--- src/rtl/lc3_ctrl_seq_if.sv ---
// Handshake/control bundle between the LC3 control sequencer (master) and the
// fetch/decode/execute/memory/writeback datapath blocks (slave).
interface lc3_ctrl_seq_if;
  logic        complete_instr;
  logic        complete_data;
  logic [15:0] ir;
  logic [2:0]  nzp;
  logic        enable_fetch;
  logic        enable_decode;
  logic        enable_execute;
  logic        enable_writeback;
  logic        enable_updatePC;
  logic        br_taken;
  logic [1:0]  mem_state;
  logic [2:0]  ctrl_state;
  logic        timeout_err;

  modport master (
    input  complete_instr, complete_data, ir, nzp,
    output enable_fetch, enable_decode, enable_execute, enable_writeback,
           enable_updatePC, br_taken, mem_state, ctrl_state, timeout_err
  );

  modport slave (
    output complete_instr, complete_data, ir, nzp,
    input  enable_fetch, enable_decode, enable_execute, enable_writeback,
           enable_updatePC, br_taken, mem_state, ctrl_state, timeout_err
  );
endinterface

--- src/rtl/lc3_ctrl_seq.sv ---
// LC3 multi-cycle control sequencer with per-wait-state memory timeout.
// Optional macro LC3_CTRL_PERF_EN adds instr_count/stall_count performance counters.
module lc3_ctrl_seq #(
  parameter int unsigned TIMEOUT = 255
) (
  input  logic              clk,
  input  logic              rst,
  lc3_ctrl_seq_if.master    bus
`ifdef LC3_CTRL_PERF_EN
  ,
  output logic [15:0]       instr_count,
  output logic [15:0]       stall_count
`endif
);

  typedef enum logic [2:0] {
    FETCH     = 3'd0,
    DECODE    = 3'd1,
    EXECUTE   = 3'd2,
    WRITEBACK = 3'd3,
    MEM_IND   = 3'd4,
    MEM_RD    = 3'd5,
    MEM_WR    = 3'd6,
    UPDATE_PC = 3'd7
  } state_t;

  typedef enum logic [3:0] {
    OP_BR  = 4'b0000,
    OP_ADD = 4'b0001,
    OP_LD  = 4'b0010,
    OP_ST  = 4'b0011,
    OP_AND = 4'b0101,
    OP_LDR = 4'b0110,
    OP_STR = 4'b0111,
    OP_NOT = 4'b1001,
    OP_LDI = 4'b1010,
    OP_STI = 4'b1011,
    OP_JMP = 4'b1100,
    OP_LEA = 4'b1110
  } opcode_t;

  localparam logic       TMO_EN  = (TIMEOUT != 0);
  localparam logic [7:0] TMO_LIM = TMO_EN ? 8'(TIMEOUT - 1) : 8'd0;

  state_t     state;
  logic       run;
  logic       br_q;
  logic       tmo_q;
  logic [7:0] wcnt;
  logic [3:0] opcode;
  logic [2:0] cond;

  logic       in_wait;
  logic       wait_done;
  logic       tmo_hit;
  logic       unused_ir;

  assign unused_ir = ^bus.ir[8:0];

  // Each wait state listens only to its own completion input.
  always_comb begin
    in_wait   = 1'b0;
    wait_done = 1'b0;
    case (state)
      FETCH: begin
        in_wait   = 1'b1;
        wait_done = bus.complete_instr;
      end
      MEM_IND, MEM_RD, MEM_WR: begin
        in_wait   = 1'b1;
        wait_done = bus.complete_data;
      end
      default: ;
    endcase
  end

  assign tmo_hit = TMO_EN && in_wait && !wait_done && (wcnt == TMO_LIM);

  always_ff @(posedge clk or negedge rst) begin
    if (!rst) begin
      state  <= FETCH;
      run    <= 1'b0;
      br_q   <= 1'b0;
      tmo_q  <= 1'b0;
      wcnt   <= '0;
      opcode <= '0;
      cond   <= '0;
    end else begin
      tmo_q <= 1'b0;
      if (!run) begin
        run <= 1'b1;
      end else begin
        if (in_wait && !wait_done)
          wcnt <= wcnt + 8'd1;
        // Every transition into a wait state below also clears wcnt, overriding the increment.
        case (state)
          FETCH: begin
            if (wait_done) begin
              state <= DECODE;
            end else if (tmo_hit) begin
              tmo_q <= 1'b1;
              wcnt  <= '0;
            end
          end
          DECODE: begin
            opcode <= bus.ir[15:12];
            cond   <= bus.ir[11:9];
            state  <= EXECUTE;
          end
          EXECUTE: begin
            wcnt <= '0;
            case (opcode)
              OP_ADD, OP_AND, OP_NOT, OP_LEA: state <= WRITEBACK;
              OP_LD, OP_LDR:                  state <= MEM_RD;
              OP_LDI, OP_STI:                 state <= MEM_IND;
              OP_ST, OP_STR:                  state <= MEM_WR;
              OP_BR: begin
                state <= UPDATE_PC;
                br_q  <= |(cond & bus.nzp);
              end
              OP_JMP: begin
                state <= UPDATE_PC;
                br_q  <= 1'b1;
              end
              default:                        state <= UPDATE_PC;
            endcase
          end
          MEM_IND: begin
            if (wait_done) begin
              state <= (opcode == OP_LDI) ? MEM_RD : MEM_WR;
              wcnt  <= '0;
            end else if (tmo_hit) begin
              tmo_q <= 1'b1;
              state <= UPDATE_PC;
            end
          end
          MEM_RD: begin
            if (wait_done) begin
              state <= WRITEBACK;
            end else if (tmo_hit) begin
              tmo_q <= 1'b1;
              state <= UPDATE_PC;
            end
          end
          MEM_WR: begin
            if (wait_done) begin
              state <= UPDATE_PC;
            end else if (tmo_hit) begin
              tmo_q <= 1'b1;
              state <= UPDATE_PC;
            end
          end
          WRITEBACK: state <= UPDATE_PC;
          UPDATE_PC: begin
            br_q  <= 1'b0;
            wcnt  <= '0;
            state <= FETCH;
          end
          default: state <= FETCH;
        endcase
      end
    end
  end

  assign bus.enable_fetch     = run && (state == FETCH);
  assign bus.enable_decode    = run && (state == DECODE);
  assign bus.enable_execute   = run && (state == EXECUTE);
  assign bus.enable_writeback = run && (state == WRITEBACK);
  assign bus.enable_updatePC  = run && (state == UPDATE_PC);
  assign bus.br_taken         = br_q;
  assign bus.timeout_err      = tmo_q;
  assign bus.ctrl_state       = state;

  always_comb begin
    bus.mem_state = 2'b11;
    if (run) begin
      case (state)
        MEM_IND: bus.mem_state = 2'b00;
        MEM_RD:  bus.mem_state = 2'b01;
        MEM_WR:  bus.mem_state = 2'b10;
        default: bus.mem_state = 2'b11;
      endcase
    end
  end

`ifdef LC3_CTRL_PERF_EN
  always_ff @(posedge clk or negedge rst) begin
    if (!rst) begin
      instr_count <= '0;
      stall_count <= '0;
    end else if (run) begin
      if (state == UPDATE_PC)
        instr_count <= instr_count + 16'd1;
      if (in_wait && !wait_done && (stall_count != '1))
        stall_count <= stall_count + 16'd1;
    end
  end
`endif

endmodule

--- src/flat_wrapper.sv ---
// flat-port wrapper written by rule: the top's interface ports become plain ports
module lc3_ctrl_seq_flat 
#(
  parameter int unsigned TIMEOUT = 255
)
  (clk, rst, bus_complete_instr, bus_complete_data, bus_ir, bus_nzp, bus_enable_fetch, bus_enable_decode, bus_enable_execute, bus_enable_writeback, bus_enable_updatePC, bus_br_taken, bus_mem_state, bus_ctrl_state, bus_timeout_err);
  lc3_ctrl_seq_if bus_i ();
  input  logic clk;
  input  logic rst;
  input wire logic [$bits(bus_i.complete_instr)-1:0] bus_complete_instr;
  input wire logic [$bits(bus_i.complete_data)-1:0] bus_complete_data;
  input wire logic [$bits(bus_i.ir)-1:0] bus_ir;
  input wire logic [$bits(bus_i.nzp)-1:0] bus_nzp;
  output wire logic [$bits(bus_i.enable_fetch)-1:0] bus_enable_fetch;
  output wire logic [$bits(bus_i.enable_decode)-1:0] bus_enable_decode;
  output wire logic [$bits(bus_i.enable_execute)-1:0] bus_enable_execute;
  output wire logic [$bits(bus_i.enable_writeback)-1:0] bus_enable_writeback;
  output wire logic [$bits(bus_i.enable_updatePC)-1:0] bus_enable_updatePC;
  output wire logic [$bits(bus_i.br_taken)-1:0] bus_br_taken;
  output wire logic [$bits(bus_i.mem_state)-1:0] bus_mem_state;
  output wire logic [$bits(bus_i.ctrl_state)-1:0] bus_ctrl_state;
  output wire logic [$bits(bus_i.timeout_err)-1:0] bus_timeout_err;
  assign bus_i.complete_instr = bus_complete_instr;
  assign bus_i.complete_data = bus_complete_data;
  assign bus_i.ir = bus_ir;
  assign bus_i.nzp = bus_nzp;
  assign bus_enable_fetch = bus_i.enable_fetch;
  assign bus_enable_decode = bus_i.enable_decode;
  assign bus_enable_execute = bus_i.enable_execute;
  assign bus_enable_writeback = bus_i.enable_writeback;
  assign bus_enable_updatePC = bus_i.enable_updatePC;
  assign bus_br_taken = bus_i.br_taken;
  assign bus_mem_state = bus_i.mem_state;
  assign bus_ctrl_state = bus_i.ctrl_state;
  assign bus_timeout_err = bus_i.timeout_err;
  lc3_ctrl_seq #(.TIMEOUT(TIMEOUT)) u_core (.clk(clk), .rst(rst), .bus(bus_i));
endmodule
--- config.mk ---
export PLATFORM = sky130hd
export DESIGN_NAME = lc3_ctrl_seq_flat
export DESIGN_NICKNAME = d
export VERILOG_FILES = /design/src/rtl/lc3_ctrl_seq_if.sv /design/src/rtl/lc3_ctrl_seq.sv /design/src/flat_wrapper.sv
export SDC_FILE = /design/constraint.sdc
export NUM_CORES = 1
export LEC_CHECK = 0
export ABC_AREA = 0
export BUFFER_PORTS_ARGS = -buffer_cell sky130_fd_sc_hd__buf_2
export CAP_MARGIN = 40
export CORE_MARGIN = 3
export CORE_UTILIZATION = 51
export DETAILED_ROUTE_END_ITERATION = 10
export HOLD_SLACK_MARGIN = 0.02
export PLACE_DENSITY = 0.88
export REMOVE_ABC_BUFFERS = 1
export SYNTH_ARGS = -nofsm -noshare
export SYNTH_HDL_FRONTEND = slang
export SYNTH_SLANG_ARGS = --single-unit
export TNS_END_PERCENT = 50
--- constraint.sdc ---
create_clock -name clk -period 2 [get_ports clk]
set_input_delay 0.6 -clock clk [delete_from_list [all_inputs] [get_ports clk]]
set_output_delay 0.6 -clock clk [all_outputs]
set_load 0.005 [all_outputs]
==> results of run 1 <==
worst max-delay path by stage:
| stage | startpoint | end | cells past startpoint |
|---|---|---|---|
| after floorplan | u_core.bus.ctrl_state[0] | bus_enable_decode | 2 |
| after global placement | u_core.bus.ctrl_state[2] | u_core.wcnt[5] | 5 |
| after detailed placement | u_core.bus.ctrl_state[2] | u_core.wcnt[4] | 5 |
| after CTS | u_core.bus.ctrl_state[2] | bus_enable_decode | 3 |
| after global routing | u_core.bus.ctrl_state[2] | bus_enable_decode | 3 |
| final | u_core.bus.ctrl_state[2] | bus_enable_decode | 3 |
kinds of logic (layout without fill, tap and decap cells):
family          count (synthesis)  count (layout)  synth area share
flops                          21              21            0.4187
xor+xnor                        8               8           0.05583
fa+ha+maj                       2               2           0.01994
other cells                     1               1          0.002988
compound gates                 27              27            0.1635
mux                             8               8           0.07079
simple gates                   61              61            0.2413
buf+inv                         7              44           0.02692
placed cells by master, fill, tap and decap left out, types with 2 or more instances in the layout:
| cell | n |
|---|---|
| o31ai_1 | 2 |
| nor2_1 | 20 |
| nor3_1 | 7 |
| dfrtp_2 | 4 |
| nand2_1 | 12 |
| a21oi_1 | 4 |
| dfrtp_1 | 17 |
| xnor2_1 | 7 |
| buf_4 | 11 |
| buf_6 | 2 |
| ha_1 | 2 |
| o211ai_1 | 3 |
| o21ai_0 | 5 |
| buf_2 | 25 |
| clkbuf_4 | 3 |
| inv_1 | 2 |
| nand4_1 | 4 |
| nand2b_1 | 3 |
| mux2_2 | 7 |
| nand3_1 | 3 |
flip-flops by register name, indices dropped and copies added, names as in the netlist:
name                    flops
u_core.wcnt                 8
u_core.opcode               4
u_core.bus.ctrl_state       3
u_core.cond                 3
u_core.bus.br_taken         1
u_core.bus.timeout_err      1
u_core.run                  1
through the flow:
step           TNS (ps)  instance area [um2]    util  setup WS (ps)
6_report              0                 1544  0.6784          86.05
5_1_grt          -9.876                 1544  0.6784         -6.577
4_1_cts               0                 1510  0.6636          11.51
3_5_place_dp          0                 1434  0.6300          159.5
3_3_place_gp          0                 1434  0.6300          200.4
2_1_floorplan         0                 1229       -          187.1
layout make-up:
type,instances,share of cell area
inverters,2,0.004862
multi-input cells,107,0.4619
clock inverters,1,0.003241
well taps,28,0.02269
flip-flops and latches,21,0.3436
repair buffers,38,0.1491
clock buffers,3,0.01459
metal layers:
metal	part of all wire	wire length, um	global-route usage
met1	0.43	1186	0.2392
met2	0.51	1418	0.3260
met3	0.046	126	0.03480
met4	0.0087	24	0.06944
met5	0	0	0
power breakdown:
part | switching [mW] | internal (mW) | leakage (nW) | total [mW]
registers | 0.219 | 0.564 | 0.260 | 0.783
logic | 0.493 | 0.590 | 0.408 | 1.08
clock network | 0.133 | 0.0747 | 0.0177 | 0.208
what timing repair did:
action,in CTS,in global routing
hold buffers,0,0
gates resized for setup,3,7
endpoints found under the setup margin,6,4
pin swaps,0,1
buffers inserted,6,1
==> run metrics, run 1 <==
clock tree buffer depth=2; Worst setup SP type=register; WP data arrival=1310 ps; final setup vio count=0; unrepaired setup endpoints after global routing=yes; Initial Util=0.5514; layout cell share with drive strength beyond 1=0.3605; share of the synthesized area in the top cell type=0.4187; outcome=complete, no violations; 1st-iter DRT viols=38; drt first pass iters=4; CTS Sinks=21; FF-to-FF setup slack=120 ps; die width=55.61 um; CTS root buf=clkbuf_4; Final Cycle Share=0.9570; Post-synth top cells=dfrtp_1, nor2_1, nand2_1; minimum clock period after layout=1914 ps; most frequent cell after synthesis=dfrtp_1; WP data required=1400 ps; Fillers=182; first-pass GRT wire length=4843 um; most common flop cell mapped by yosys=dfrtp_1; DP HPWL=1995 um; Final Skew=2.442 ps; final hold slack=223.9 ps; Synth Cell Area=0.001255 mm2; Die ar.=0.003092 mm2; I/O pins=35; hold crit path type=in -> async; CORE AREA=0.002276 mm2; sequential cell area=530.5 um2; largest net degree at the start of global routing=22; Synth cell types=43; initial antenna violation count=0; Routed wire per std cell=13.78 um; clk_lat worst skew=310 ps; Nets=198; Leakage=0.6861 nW; Max stage delay cell, worst path=dfrtp_2; Max-cap violations=0; Routed Antenna Nets=0; Mean Syn Cell Area=9.296 um2; top cells by area, synth=dfrtp_1, mux2_2, nor2_1, xnor2_1, nand2_1; crit path max fanout=7; multi-input combinational cell area=713.2 um2; number of flops mapped to enable cells by yosys=0; CTS tree=yes; FF-to-FF Start=u_core.bus.ctrl_state[0]; Detailed Route WL=2755 um; # H-tree levels=1; total number of vias=1147; maximum ir drop on the vdd rail=0.8480 mV; reg2reg end=u_core.wcnt[5]; f_max=522.5 MHz; CP delay by family, top=flip-flops; yosys warns=0; Post-Layout Cell Count=200; largest area contributor in the netlist=dfrtp_1; final max-slew violation count=0; GP Congestion=0.8348; final hold viol count=0; Tot Pwr=2.075 mW; endpoint class of the critical path=primary output; dpl cells=189; Vias/cell=5.735; number of synthesized register bits=21; Post-Synthesis Cells=135; CP peak stage delay=480 ps; gr ovfl total=0; n_diodes=0; Crit Path Category=reg -> out; Area growth, synth to finish=23.03%; fraction of registers with async set/reset=1.000; number of cells on the worst reg-to-reg path=6; cts bufs inserted=3; Remaining DRCs=0; die height=55.61 um; sequential area share after synthesis=0.4187; vias in the first global route=1116; Clk pin slew, worst setup/hold paths=120 ps; # port buffers=25; power per cell area=1344 mW/mm2; worst-path cell chain=nand2b_4, nor3b_2, buf_2; total track usage=0.1906; Cell Rows=17; CP bufs+invs=1
No activity file was read; power rests on OpenSTA's default activity.
==> inputs of run 2 (changes only) <==
--- a/config.mk
+++ b/config.mk
@@ -5,14 +5,14 @@
 export SDC_FILE = /design/constraint.sdc
 export NUM_CORES = 1
 export LEC_CHECK = 0
-export ABC_AREA = 0
+export ABC_AREA = 1
 export BUFFER_PORTS_ARGS = -buffer_cell sky130_fd_sc_hd__buf_2
 export CAP_MARGIN = 40
 export CORE_MARGIN = 3
-export CORE_UTILIZATION = 51
+export CORE_UTILIZATION = 52
 export DETAILED_ROUTE_END_ITERATION = 10
 export HOLD_SLACK_MARGIN = 0.02
-export PLACE_DENSITY = 0.88
+export PLACE_DENSITY = 0.89
 export REMOVE_ABC_BUFFERS = 1
 export SYNTH_ARGS = -nofsm -noshare
 export SYNTH_HDL_FRONTEND = slang
==> run metrics, run 2 <==
crit path max fanout=9 (+2); fraction of registers with async set/reset=1.000 (unchanged); cts bufs inserted=3 (unchanged); Synth Cell Area=0.001344 mm2 (+7.1%); hold crit path type=in -> async; most frequent cell after synthesis=nand2_1; quantity of hold-fixing buffers added after cts=0 (unchanged); dpl cells=246 (+30%); minimum clock period after layout=1961 ps (+47.13 ps); total track usage=0.1998 (+0.009240); Routed wire per std cell=11.98 um (-13%); WP data required=1400 ps (about the same); Post-Synthesis Cells=193 (+43%); Detailed Route WL=3006 um (+9.1%); # H-tree levels=1 (unchanged); sequential area share after synthesis=0.3911 (-0.02768); Final Skew=4.693 ps (+2.250 ps); CORE AREA=0.002340 mm2 (+2.8%); CTS root buf=clkbuf_4; die width=56.84 um (+2.2%); f_max=509.9 MHz (-2.4%); n_diodes=0 (unchanged); clk_lat worst skew=300 ps (about the same); largest registers=u_core.wcnt: 8 flops, u_core.opcode: 4 flops; Fillers=219 (+20%); Final Cycle Share=0.9805 (+0.02356); Largest register FFs=8 (unchanged); Die ar.=0.003230 mm2 (+4.5%); Biggest register=u_core.wcnt; clock tree buffer depth=2 (unchanged); endpoint class of the critical path=primary output; GP Congestion=0.9356 (+12%); Cell Rows=17 (unchanged); pre-CTS WS=284.6 ps (+125.2 ps); WP data arrival=1360 ps (+50 ps); largest net degree at the start of global routing=22 (unchanged); final hold viol count=0 (unchanged); Internal Dissipation=1.042 mW (-15%); Worst setup SP type=register; net load switching power=982.9 uW (+16%); number of flops mapped to enable cells by yosys=0 (unchanged); reg2reg end=u_core.wcnt[7]; Max-cap violations=0 (unchanged); Area growth, synth to finish=15.36%; initial antenna violation count=0 (unchanged); combinational share of power=0.540 (+0.017); maximum ir drop on the vdd rail=0.9246 mV (+9.0%); Mean Syn Cell Area=6.963 um2 (-25%); net switching fraction of the power=0.4853 (+0.07765); Post-synth top cells=nand2_1, nor2_1, dfrtp_1; final hold slack=224.3 ps (+0.3890 ps); largest area contributor in the netlist=dfrtp_1; first-pass GRT wire length=5230 um (+8.0%); outcome=complete, no violations; 1st-iter DRT viols=43 (+13%); Flop pwr share=0.358 (-0.019); number of cells on the worst reg-to-reg path=10 (+4); commonest non-fill, non-tap cells in the layout=nand2_1, buf_2, nor2_1, inv_1, dfrtp_1; DP HPWL=2356 um (+18%); Clk pin slew, worst setup/hold paths=120 ps (about the same); Leakage=0.8397 nW (+22%); final setup vio count=0 (unchanged); Routed Antenna Nets=0 (unchanged); worst setup path startpoint=u_core.bus.ctrl_state[1]; commonest non-fill, non-tap cell in the layout=nand2_1; CTS tree=yes; final setup margin=38.92 ps (-47.13 ps); Post-Layout Cell Count=251 (+26%); gr ovfl total=0 (unchanged); yosys warns=0 (unchanged); I/O pins=35 (unchanged); total number of vias=1354 (+18%); CTS Sinks=21 (unchanged); vias in the first global route=1249 (+12%); most common flop cell mapped by yosys=dfrtp_1; Crit Path Category=reg -> out; unrepaired setup endpoints after global routing=yes; drt first pass iters=5 (+1); Synth cell types=24 (-44%); Clk pwr share=0.102 (+0.002); Vias/cell=5.394 (-5.9%); Nets=249 (+26%); number of synthesized register bits=21 (unchanged); Initial Util=0.5743 (+0.02293); FF-to-FF Start=u_core.bus.ctrl_state[1]; FF-to-FF setup slack=340 ps (+220 ps); die height=56.84 um (+2.2%); final max-slew violation count=0 (unchanged); share of the synthesized area in the top cell type=0.3911 (-0.02768); top cells by area, synth=dfrtp_1, nand2_1, nor2_1, inv_1, nand3_1; # port buffers=25 (unchanged); Tot Pwr=2.025 mW (-2.4%); power per cell area=1306 mW/mm2 (-2.8%); Remaining DRCs=0 (unchanged); layout cell share with drive strength beyond 1=0.2511 (-0.1093)
[run 2: changes by cell type in the layout (fill, tap and decap cells not counted), moves of 4 or more]
cell and delta:
nand2_1 +47, inv_1 +17, nand3_1 +10, mux2_2 -7, xnor2_1 -7, buf_4 -6
nand2_2 +6, nor3_1 -5, inv_2 +4, nand3_2 +4, o21ai_0 +4, o21ai_1 +4
[run 2: worst max-delay path by stage]
stage	to	slack (ps)	cells past startpoint
detailed placement	bus_enable_decode	280	5
global route	bus_enable_updatePC	-90	3
floorplan	bus_enable_decode	440	4
CTS	bus_enable_execute	3	4
finish	bus_enable_updatePC	40	3
global placement	bus_enable_decode	300	5
[run 2: area by class of cell]
class,count,area (um2),area share
clock inverter,1,5.005,0.003228
multi-input combinational,145,710.7,0.4584
sequential,21,528.0,0.3406
timing repair buffer,30,162.7,0.1049
tap,28,35.03,0.02260
inverter,23,86.33,0.05569
clock buffer,3,22.52,0.01453
[run 2: power by group through the flow]
| stage | Sequential, mW | Combinational (mW) | Clock [mW] |
|---|---|---|---|
| detailed placement | 0.720 | 1.05 | 0 |
| finish | 0.725 | 1.09 | 0.206 |
| CTS | 0.714 | 1.06 | 0.212 |
| global route | 0.748 | 1.24 | 0.232 |
| global placement | 0.716 | 1.01 | 0 |
| floorplan | 0.699 | 0.763 | 0 |
[run 2: timing repair]
item,4_1_cts,5_1_grt
setup buffers,0,1
endpoints found under the setup margin,2,5
gates resized for setup,1,5
[run 2: per-stage QoR]
step / TNS (ps) / instance area [um2] / utilization
after detailed placement: 0 / 1503 / 0.6422
final: 0 / 1550 / 0.6626
after global placement: 0 / 1503 / 0.6422
after CTS: 0 / 1531 / 0.6545
after floorplan: 0 / 1313 / -
after global routing: -244.7 / 1550 / 0.6626
[run 2: layer usage]
layer / wire length (um) / share of wire / GRT usage
met1: 1396 / 0.46 / 0.2646
met4: 40 / 0.013 / 0.04967
met5: 0 / 0 / 0
met3: 220 / 0.073 / 0.03218
met2: 1348 / 0.45 / 0.3383
[run 2: worst max-delay path, stage by stage, from the launching register on]
cell and delay, ps:
dfrtp_1 540, nand2_2 150, nor3_1 200, buf_2 160
[run 2: cell families after synthesis]
logic type / Yosys count / share of synthesized area
AOI/OAI and AO/OA: 23 / 0.09125
buffers and inverters: 27 / 0.08751
xor gates and xnor gates: 2 / 0.01304
adders and majority gates: 2 / 0.01862
other: 1 / 0.002791
and+or+nand+nor: 117 / 0.3957
DFF: 21 / 0.3911
==> inputs of run 3 (changes only) <==
--- a/config.mk
+++ b/config.mk
@@ -9,10 +9,11 @@
 export BUFFER_PORTS_ARGS = -buffer_cell sky130_fd_sc_hd__buf_2
 export CAP_MARGIN = 40
 export CORE_MARGIN = 3
-export CORE_UTILIZATION = 52
+export CORE_UTILIZATION = 47
+export CTS_CLUSTER_DIAMETER = 100
 export DETAILED_ROUTE_END_ITERATION = 10
 export HOLD_SLACK_MARGIN = 0.02
-export PLACE_DENSITY = 0.89
+export PLACE_DENSITY = 0.85
 export REMOVE_ABC_BUFFERS = 1
 export SYNTH_ARGS = -nofsm -noshare
 export SYNTH_HDL_FRONTEND = slang
==> constraint.sdc (replaced) <==
create_clock -name clk -period 1.58 [get_ports clk]
set_input_delay 0.474 -clock clk [delete_from_list [all_inputs] [get_ports clk]]
set_output_delay 0.474 -clock clk [all_outputs]
set_load 0.005 [all_outputs]
==> run metrics, run 3 (same netlist as run 2, synthesis figures left out) <==
outcome=finished with violations; failing checks=setup timing; first-pass GRT wire length=5644 um (+7.9%); GP Congestion=0.9693 (+3.6%); final setup vio count=16 (+16); quantity of hold-fixing buffers added after cts=0 (unchanged); final max-slew violation count=0 (unchanged); I/O pins=35 (unchanged); Leakage=0.9110 nW (+8.5%); endpoint class of the critical path=primary output; Area growth, synth to finish=27.93%; Routed wire per std cell=12.13 um (+1.2%); multi-input combinational cell area=777.0 um2 (+9.3%); initial antenna violation count=0 (unchanged); clock tree buffer depth=2 (unchanged); Remaining DRCs=0 (unchanged); clk_lat worst skew=310 ps (about the same); layout cell share with drive strength beyond 1=0.3419 (+0.09076); final setup margin=-176.9 ps (-215.8 ps); maximum ir drop on the vdd rail=1.209 mV (+31%); sequential cell area=529.3 um2 (+0.24%); vias in the first global route=1347 (+7.8%); Cell Rows=18 (+1); commonest non-fill, non-tap cell in the layout=nand2_1; Biggest register=u_core.wcnt; CTS tree=yes; Initial Util=0.5188 (-0.05549); Largest register FFs=8 (unchanged); pre-CTS WS=31.41 ps (-253.2 ps); n_diodes=0 (unchanged); minimum clock period after layout=1757 ps; worst setup path startpoint=u_core.bus.ctrl_state[0]; Die ar.=0.003537 mm2 (+9.5%); Routed Antenna Nets=0 (unchanged); Final Skew=4.805 ps (+0.1124 ps); FF-to-FF setup slack=-100 ps (-440 ps); final hold viol count=0 (unchanged); power per cell area=1717 mW/mm2 (+31%); final hold slack=91.50 ps (-132.8 ps); Clk pin slew, worst setup/hold paths=130 ps (about the same); die height=59.47 um (+4.6%); WP data required=1110 ps (-290 ps); number of cells on the worst reg-to-reg path=12 (+2); cts bufs inserted=3 (unchanged); largest registers=u_core.wcnt: 8 flops, u_core.opcode: 4 flops; DP HPWL=2288 um (-2.9%); dpl cells=254 (+3.3%); largest net degree at the start of global routing=22 (unchanged); CTS Sinks=21 (unchanged); WP data arrival=1280 ps (-80 ps); # H-tree levels=1 (unchanged); reg2reg end=u_core.wcnt[3]; placed cell area=0.001550 mm2 (+3.2%); crit path max fanout=5 (-4); Vias/cell=5.008 (-7.2%); drt first pass iters=4 (-1); Post-Layout Cell Count=264 (+5.2%); CTS root buf=clkbuf_4; gr ovfl total=0 (unchanged); Fillers=220 (+0.46%); fin area=0.001719 mm2 (+11%); Max-cap violations=0 (unchanged); total track usage=0.2070 (+0.007149); Final Cycle Share=1.112; commonest non-fill, non-tap cells in the layout=nand2_1, buf_2, nor2_1, dfrtp_1, inv_1; CORE AREA=0.002590 mm2 (+11%); Crit Path Category=reg -> out; total negative slack=-1505 ps (-1505 ps); f_max=569.2 MHz; die width=59.47 um (+4.6%); Worst setup SP type=register; FF-to-FF Start=u_core.bus.ctrl_state[1]; 1st-iter DRT viols=50 (+16%); hold crit path type=in -> async; Nets=260 (+4.4%); # port buffers=25 (unchanged); unrepaired setup endpoints after global routing=yes; Detailed Route WL=3201 um (+6.5%); total number of vias=1322 (-2.4%)
-- run 3: changes by cell type in the layout (fill, tap and decap cells not counted), moves of 3 or more --
cell / change
buf_4: +9
nand2_1: -4
nand2_4: +3
inv_1: -3
buf_6: +3
-- run 3: power breakdown --
| part | internal [mW] | leakage, nW | switching, mW |
|---|---|---|---|
| logic | 0.744 | 0.628 | 1.02 |
| clock network | 0.0945 | 0.0177 | 0.174 |
| registers | 0.719 | 0.265 | 0.199 |
| total | 1.56 | 0.911 | 1.39 |
-- run 3: how the worst max path moves through the flow --
stage,to,slack [ps]
finish,bus_enable_execute,-180
global route,bus_enable_execute,-250
CTS,bus_enable_fetch,-150
detailed placement,bus_enable_updatePC,30
global placement,bus_enable_updatePC,30
floorplan,bus_enable_decode,150
-- run 3: area by class of cell --
type                    instances  area share
repair buffers                 41      0.1507
clock buffers                   3     0.01310
multi-input cells             145      0.4520
clock inverters                 1    0.002911
well taps                      30     0.02183
flip-flops and latches         21      0.3079
inverters                      23     0.05167
-- run 3: stage by stage --
step,util,power [mW]
detailed placement,0.5986,2.333
CTS,0.6319,2.743
global route,0.6638,3.235
global placement,0.5986,2.292
finish,0.6638,2.952
floorplan,-,1.852
-- run 3: what timing repair did --
item | 4_1_cts | 5_1_grt
buffers inserted | 5 | 1
pin swaps | 1 | 8
setup endpoints to repair | 7 | 18
resized for setup | 10 | 19
-- run 3: worst max-delay path, cell delays in order (launching register included) --
cell and delay (ps):
dfrtp_2 470, inv_2 90, nand2_2 80, nor3_4 190, buf_2 140
-- run 3: routing by layer --
layer	routed length, um	track usage	part of all wire
met3	168	0.04793	0.052
met4	13	0.03883	0.0041
met2	1573	0.3651	0.49
met1	1446	0.2564	0.45
met5	0	0	0
